$ cat src/rtl/naneye_pkg.sv
`default_nettype none
// ============================================================================
// Module   : naneye_pkg
// Brief    : Shared types, framing constants and Manchester helper for the
//            NanEye transmit encoder.
// Revision : 1.0 - initial release
// ============================================================================
package naneye_pkg;

    typedef enum logic [1:0] {
        ST_IDLE  = 2'd0,
        ST_FSYNC = 2'd1,
        ST_WORD  = 2'd2,
        ST_GAP   = 2'd3
    } tx_state_t;

    localparam logic START_BIT   = 1'b1;
    localparam logic STOP_BIT    = 1'b0;
    localparam int   WORD_BITS   = 12;
    localparam int   WORD_HALVES = 2 * WORD_BITS;

    // '1' is high-then-low, '0' is low-then-high.
    function automatic logic manchester_half(input logic bit_val, input logic second_half);
        return bit_val ^ second_half;
    endfunction

    function automatic int cnt_width(input int n);
        return (n > 1) ? $clog2(n) : 1;
    endfunction

endpackage
`default_nettype wire

$ cat src/rtl/naneye_tx_baud.sv
`default_nettype none
// ============================================================================
// Module   : naneye_tx_baud
// Brief    : Half-bit tick divider; held in restart while the transmitter idles.
// Revision : 1.0 - initial release
// ============================================================================
module naneye_tx_baud #(
    parameter int C_HALF_BIT_CYC = 3
) (
    input  logic CLOCK,
    input  logic RESET_N,
    input  logic i_run,
    output logic o_tick
);

    localparam int c_cnt_w = (C_HALF_BIT_CYC > 1) ? $clog2(C_HALF_BIT_CYC) : 1;
    localparam logic [c_cnt_w-1:0] c_cnt_last = c_cnt_w'(C_HALF_BIT_CYC - 1);

    logic [c_cnt_w-1:0] r_cnt;

    always_ff @(posedge CLOCK or negedge RESET_N) begin
        if (!RESET_N) begin
            r_cnt <= '0;
        end else if (!i_run || (r_cnt == c_cnt_last)) begin
            r_cnt <= '0;
        end else begin
            r_cnt <= r_cnt + 1'b1;
        end
    end

    // Tick marks the last cycle of a half-bit, so state advances on its edge.
    assign o_tick = i_run && (r_cnt == c_cnt_last);

endmodule
`default_nettype wire

$ cat src/rtl/naneye_tx_encoder.sv
`default_nettype none
// ============================================================================
// Module   : naneye_tx_encoder
// Brief    : Frames pixel words as {start, payload, stop} and emits them as a
//            Manchester stream with frame-sync preamble and inter-line gaps.
// Revision : 1.0 - initial release
// ============================================================================
module naneye_tx_encoder
    import naneye_pkg::*;
#(
    parameter int C_HALF_BIT_CYC = 3,
    parameter int C_LINE_PIX     = 250,
    parameter int C_LINES        = 250,
    parameter int C_FSYNC_BITS   = 24,
    parameter int C_GAP_BITS     = 9,
    parameter int D_WIDTH        = 10
) (
    input  logic               CLOCK,
    input  logic               RESET_N,
    input  logic               ENABLE,
    input  logic               FRAME_REQ,
    input  logic [D_WIDTH-1:0] PIX_DATA,
    input  logic               PIX_VALID,
    output logic               PIX_READY,
    output logic               SER_OUT,
    output logic               SER_OE,
    output logic               BUSY,
    output logic               FRAME_DONE,
    output logic               ERROR_OUT
);

    localparam int c_bit_w  = cnt_width((C_FSYNC_BITS > C_GAP_BITS) ? C_FSYNC_BITS : C_GAP_BITS);
    localparam int c_pix_w  = cnt_width(C_LINE_PIX);
    localparam int c_line_w = cnt_width(C_LINES);

    localparam logic [c_bit_w-1:0]  c_fsync_last = c_bit_w'(C_FSYNC_BITS - 1);
    localparam logic [c_bit_w-1:0]  c_gap_last   = c_bit_w'(C_GAP_BITS - 1);
    localparam logic [c_pix_w-1:0]  c_pix_last   = c_pix_w'(C_LINE_PIX - 1);
    localparam logic [c_line_w-1:0] c_line_last  = c_line_w'(C_LINES - 1);
    localparam logic [4:0]          c_half_last  = 5'(WORD_HALVES - 1);

    tx_state_t             r_state;
    logic [4:0]            r_hb_idx;
    logic [c_bit_w-1:0]    r_bit_cnt;
    logic [c_pix_w-1:0]    r_pix_cnt;
    logic [c_line_w-1:0]   r_line_cnt;
    logic [WORD_BITS-1:0]  r_shift;
    logic [D_WIDTH-1:0]    r_hold;
    logic                  r_full;
    logic                  r_ready;
    logic                  r_err;
    logic                  r_done_evt;
    logic                  r_ser_out;
    logic                  r_ser_oe;
    logic                  r_busy;
    logic                  r_frame_done;

    logic                  w_run;
    logic                  w_tick;
    logic                  w_abort;
    logic                  w_fsync_last;
    logic                  w_word_last;
    logic                  w_gap_last;
    logic                  w_load;
    logic                  w_accept;
    logic                  w_full_nxt;
    logic                  w_ser;
    logic [WORD_BITS-1:0]  w_word;

    assign w_run = (r_state != ST_IDLE);

    naneye_tx_baud #(
        .C_HALF_BIT_CYC(C_HALF_BIT_CYC)
    ) u_baud (
        .CLOCK  (CLOCK),
        .RESET_N(RESET_N),
        .i_run  (w_run),
        .o_tick (w_tick)
    );

    assign w_abort      = w_tick && !ENABLE;
    assign w_fsync_last = (r_state == ST_FSYNC) && r_hb_idx[0] && (r_bit_cnt == c_fsync_last);
    assign w_word_last  = (r_state == ST_WORD) && (r_hb_idx == c_half_last);
    assign w_gap_last   = (r_state == ST_GAP) && r_hb_idx[0] && (r_bit_cnt == c_gap_last);

    // Word starts: end of sync, between words of a line, end of a non-final gap.
    assign w_load = w_tick && ENABLE &&
                    (w_fsync_last ||
                     (w_word_last && (r_pix_cnt != c_pix_last)) ||
                     (w_gap_last && (r_line_cnt != c_line_last)));

    assign w_word = r_full ? {START_BIT, r_hold, STOP_BIT}
                           : {START_BIT, {D_WIDTH{1'b0}}, STOP_BIT};

    assign w_accept   = PIX_VALID && r_ready;
    assign w_full_nxt = w_abort  ? 1'b0 :
                        w_accept ? 1'b1 :
                        w_load   ? 1'b0 : r_full;

    always_comb begin
        w_ser = 1'b0;
        case (r_state)
            ST_FSYNC: w_ser = manchester_half(1'b1, r_hb_idx[0]);
            ST_WORD:  w_ser = manchester_half(r_shift[WORD_BITS-1], r_hb_idx[0]);
            default:  w_ser = 1'b0;
        endcase
    end

    always_ff @(posedge CLOCK or negedge RESET_N) begin
        if (!RESET_N) begin
            r_hold  <= '0;
            r_full  <= 1'b0;
            r_ready <= 1'b0;
        end else begin
            r_full  <= w_full_nxt;
            r_ready <= ~w_full_nxt;
            if (w_accept && !w_abort) begin
                r_hold <= PIX_DATA;
            end
        end
    end

    always_ff @(posedge CLOCK or negedge RESET_N) begin
        if (!RESET_N) begin
            r_state      <= ST_IDLE;
            r_hb_idx     <= '0;
            r_bit_cnt    <= '0;
            r_pix_cnt    <= '0;
            r_line_cnt   <= '0;
            r_shift      <= '0;
            r_err        <= 1'b0;
            r_done_evt   <= 1'b0;
            r_ser_out    <= 1'b0;
            r_ser_oe     <= 1'b0;
            r_busy       <= 1'b0;
            r_frame_done <= 1'b0;
        end else begin
            // Line outputs trail the sequencer by one cycle.
            r_ser_out    <= w_ser;
            r_ser_oe     <= w_run;
            r_busy       <= w_run;
            r_frame_done <= r_done_evt;
            r_done_evt   <= 1'b0;

            if (r_state == ST_IDLE) begin
                if (ENABLE && FRAME_REQ) begin
                    r_state <= ST_FSYNC;
                    r_err   <= 1'b0;
                end
            end else if (w_tick) begin
                if (!ENABLE) begin
                    r_state    <= ST_IDLE;
                    r_hb_idx   <= '0;
                    r_bit_cnt  <= '0;
                    r_pix_cnt  <= '0;
                    r_line_cnt <= '0;
                end else begin
                    case (r_state)
                        ST_FSYNC: begin
                            r_hb_idx <= {4'd0, ~r_hb_idx[0]};
                            if (r_hb_idx[0]) begin
                                if (r_bit_cnt == c_fsync_last) begin
                                    r_bit_cnt <= '0;
                                    r_state   <= ST_WORD;
                                end else begin
                                    r_bit_cnt <= r_bit_cnt + 1'b1;
                                end
                            end
                        end
                        ST_WORD: begin
                            if (r_hb_idx == c_half_last) begin
                                r_hb_idx <= '0;
                                if (r_pix_cnt == c_pix_last) begin
                                    r_pix_cnt <= '0;
                                    r_state   <= ST_GAP;
                                end else begin
                                    r_pix_cnt <= r_pix_cnt + 1'b1;
                                end
                            end else begin
                                r_hb_idx <= r_hb_idx + 5'd1;
                                if (r_hb_idx[0]) begin
                                    r_shift <= {r_shift[WORD_BITS-2:0], 1'b0};
                                end
                            end
                        end
                        ST_GAP: begin
                            r_hb_idx <= {4'd0, ~r_hb_idx[0]};
                            if (r_hb_idx[0]) begin
                                if (r_bit_cnt == c_gap_last) begin
                                    r_bit_cnt <= '0;
                                    if (r_line_cnt == c_line_last) begin
                                        r_line_cnt <= '0;
                                        r_state    <= ST_IDLE;
                                        r_done_evt <= 1'b1;
                                    end else begin
                                        r_line_cnt <= r_line_cnt + 1'b1;
                                        r_state    <= ST_WORD;
                                    end
                                end else begin
                                    r_bit_cnt <= r_bit_cnt + 1'b1;
                                end
                            end
                        end
                        default: r_state <= ST_IDLE;
                    endcase

                    if (w_load) begin
                        r_shift <= w_word;
                        if (!r_full) begin
                            r_err <= 1'b1;
                        end
                    end
                end
            end
        end
    end

    assign PIX_READY  = r_ready;
    assign SER_OUT    = r_ser_out;
    assign SER_OE     = r_ser_oe;
    assign BUSY       = r_busy;
    assign FRAME_DONE = r_frame_done;
    assign ERROR_OUT  = r_err;

endmodule
`default_nettype wire

$ cat config.mk
export PLATFORM = sky130hd
export DESIGN_NAME = naneye_tx_encoder
export DESIGN_NICKNAME = d
export VERILOG_FILES = /design/src/rtl/naneye_pkg.sv /design/src/rtl/naneye_tx_baud.sv /design/src/rtl/naneye_tx_encoder.sv
export SDC_FILE = /design/constraint.sdc
export NUM_CORES = 1
export LEC_CHECK = 0
export ABC_AREA = 0
export CAP_MARGIN = 20
export CORE_MARGIN = 5
export CORE_UTILIZATION = 58
export DETAILED_ROUTE_END_ITERATION = 6
export PLACE_DENSITY = 0.79
export SYNTH_ARGS = -nofsm -noshare
export SYNTH_HDL_FRONTEND = slang
export SYNTH_HIERARCHICAL = 1
export SYNTH_SLANG_ARGS = --single-unit
$ cat constraint.sdc
create_clock -name CLOCK -period 3.05 [get_ports CLOCK]
set_input_delay 0.4575 -clock CLOCK [delete_from_list [all_inputs] [get_ports CLOCK]]
set_output_delay 0.4575 -clock CLOCK [all_outputs]
set_load 0.005 [all_outputs]
==> impl_metrics.json <==
{
  "diodes": 0,
  "slew_violations": 0,
  "end_kind": "flip-flop",
  "fin_crit_ns": 2.69,
  "gr-usage-all-layers": 0.215,
  "synth_edf_count": 0,
  "fillerInstances": 393,
  "p_leak_nw": 1.54,
  "syn_area_per_cell_sq_um": 9.78,
  "final_cell_mix": "dfrtp_1, nand2_1, o21ai_0, clkdlybuf4s50_1, nor2_1",
  "crit_arrival_ns": 2.94,
  "clkTransAtPathRegs_ns": 0.07,
  "cts_root_buffer": "clkbuf_8",
  "synth_seq_cells": 58,
  "grt_pass1_vias": 2365,
  "ir_worst_vdd_v": 0.000467,
  "die_w_um": 82.1,
  "detailedPlacementHpwl_mm": 4.23,
  "cts_buffers": 9,
  "cts_buffer_depth": 2,
  "setup_slack_ns": 0.358,
  "wl_mm": 6.23,
  "antenna_found_initial": 0,
  "setup_viol": 0,
  "io_buffer_count": 20,
  "timing.fmax_mhz": 371,
  "final_layout_size_suffix_gt1_frac": 0.115,
  "start_util": 0.593,
  "synthFlopType": "dfrtp_1",
  "nets": 360,
  "clkSinkCount": 58,
  "tightestPinTransition_ns": 0.572,
  "synth_top_area_share": 0.482,
  "hold_viol": 0,
  "core_area_sq_um": 5070,
  "clkLatencyLatePin_ns": 0.34,
  "whs_ns": 0.105,
  "cts_tree": "built",
  "drt_iter0_drc": 196,
  "syn_inst": 308,
  "grt_pass1_wl_mm": 10.9,
  "criticalPathCategory": "flip-flop to flip-flop",
  "grt_max_degree": 49,
  "grt_overflow": 0,
  "h-tree-depth": 3,
  "netlist_area_sq_um": 3010,
  "tns_ns": 0,
  "die_y_um": 82.1,
  "wire_per_inst_um": 15.3,
  "via_per_inst": 5.80,
  "ys.warnings.count": 6,
  "io_pins": 21,
  "postLayoutCoreUtil": 0.702,
  "syn2layout_area_growth_pct": 18.2,
  "synth_cell_types": 50,
  "cp.required_ns": 3.29,
  "fin_skew_ns": 0.00803,
  "cts_resized": 0,
  "maxSlewHeadroom": 0.619,
  "yosysTopAreaCell": "dfrtp_1",
  "grt_setup_unrepaired": "false",
  "drt_drc_violations_left": 0,
  "start_kind": "flip-flop",
  "synthTopCellsByArea": "dfrtp_1, ha_1, o21ai_0",
  "fp-row-count": 26,
  "place_congestion": 0.825,
  "powerDensity_nw_per_um2": 812,
  "synthArstFlopShare": 1.00,
  "syn_nets": 335,
  "die_area_sq_um": 6730,
  "final_common_cell": "dfrtp_1",
  "cp_max_fo": 8,
  "yosysSeqAreaShare": 0.482,
  "dr.pass1.iters": 4,
  "hold_path_class": "input pin to async pin",
  "via_count": 2367,
  "period_share": 0.883,
  "cts_setup_buffers": 0,
  "maxCapViolations": 0,
  "ant_nets": 0,
  "pre_cts_slack_ns": 0.415,
  "status": "completed",
  "cts_hold_buf": 0
}
-- synth_stat cells, types with 2 or more instances --
library cell,number
o21ai_0,28
o21a_1,2
a21o_1,2
o41ai_1,4
nand4b_1,2
nor2b_1,9
nand2b_1,2
or4_1,2
nor3_1,3
xor2_1,2
or3_1,5
mux2_2,10
o22ai_1,3
o21ai_1,2
o31ai_1,4
nor2_1,17
and2_1,4
and3_1,7
dfrtp_1,58
mux2i_1,3
nand2_1,37
nor3b_1,3
clkbuf_1,3
a21oi_1,16
buf_2,7
ha_1,12
nand4_1,4
nand3_1,12
xnor2_1,4
buf_4,2
inv_1,12
a31oi_1,9
-- power by group --
group	switching (mW)	internal [mW]
registers	0.198	0.987
clock network	0.307	0.647
logic	0.389	0.365
-- metal layers --
layer,part of all wire,GRT usage,vias to the layer above
li1,-,-,1154
met1,0.46,0.283,1146
met2,0.47,0.340,57
met3,0.050,0.0636,10
met4,0.014,0.0714,0
met5,0,0,-
-- registers in the layout, indices dropped and copies added (netlist names) --
name and cells:
BUSY 1, ERROR_OUT 1, FRAME_DONE 1, PIX_READY 1, SER_OUT 1, r_bit_cnt 5
r_done_evt 1, r_full 1, r_hb_idx 5, r_hold 10, r_line_cnt 8, r_pix_cnt 8
r_shift 11, r_state 2, u_baud/r_cnt 2
-- through the flow --
stage | cell area [sq um] | instances | power, mW
after floorplan | 3010 | 308 | 1.70
after global placement | 3270 | 391 | 1.90
after detailed placement | 3270 | 391 | 1.94
after CTS | 3530 | 407 | 2.90
after global routing | 3560 | 408 | 3.08
final | 3560 | 408 | 2.89
-- cell type report --
class	count	area, sq um	area share
Sequential cell	58	1450	0.408
Timing Repair Buffer	27	268	0.0752
Clock buffer	11	141	0.0397
Clock inverter	5	125	0.0351
Multi-Input combinational cell	225	1440	0.405
Tap cell	70	87.6	0.0246
Inverter	12	45.0	0.0126
-- cell families after synthesis --
| logic type | count (synthesis) | share of synthesized area |
|---|---|---|
| and+or+nand+nor | 115 | 0.201 |
| xor gates and xnor gates | 6 | 0.0174 |
| buffers and inverters | 25 | 0.0390 |
| AOI/OAI and AO/OA | 79 | 0.163 |
| adders and majority gates | 12 | 0.0499 |
| muxes | 13 | 0.0474 |
| DFF | 58 | 0.482 |
-- critical path: stages (launching register included) --
cell and delay [ns]:
dfrtp_1 0.42, inv_1 0.09, ha_1 0.28, inv_1 0.17, and2_2 0.21, nor2b_1 0.33, o21ai_1 0.28, or3_1 0.50
nor2b_1 0.14, o21ai_0 0.09, o31ai_1 0.09
-- worst paths after layout --
kind | from | end | slack, ns | cells past startpoint
min in group CLOCK | r_done_evt$_DFF_PN0_ | FRAME_DONE$_DFF_PN0_ | 0.36 | 0
hold reg to reg | r_done_evt$_DFF_PN0_ | FRAME_DONE$_DFF_PN0_ | 0.36 | 0
hold / removal | RESET_N | r_line_cnt[0]$_DFFE_PN0P_ | 0.11 | 1
setup reg to reg | r_state[1]$_DFFE_PN0P_ | r_bit_cnt[3]$_DFFE_PN0P_ | 0.36 | 10
max in group asynchronous | RESET_N | r_shift[6]$_DFFE_PN0P_ | 2.26 | 3
setup / recovery | r_state[1]$_DFFE_PN0P_ | r_bit_cnt[3]$_DFFE_PN0P_ | 0.36 | 10
No activity file was read; power rests on OpenSTA's default activity.
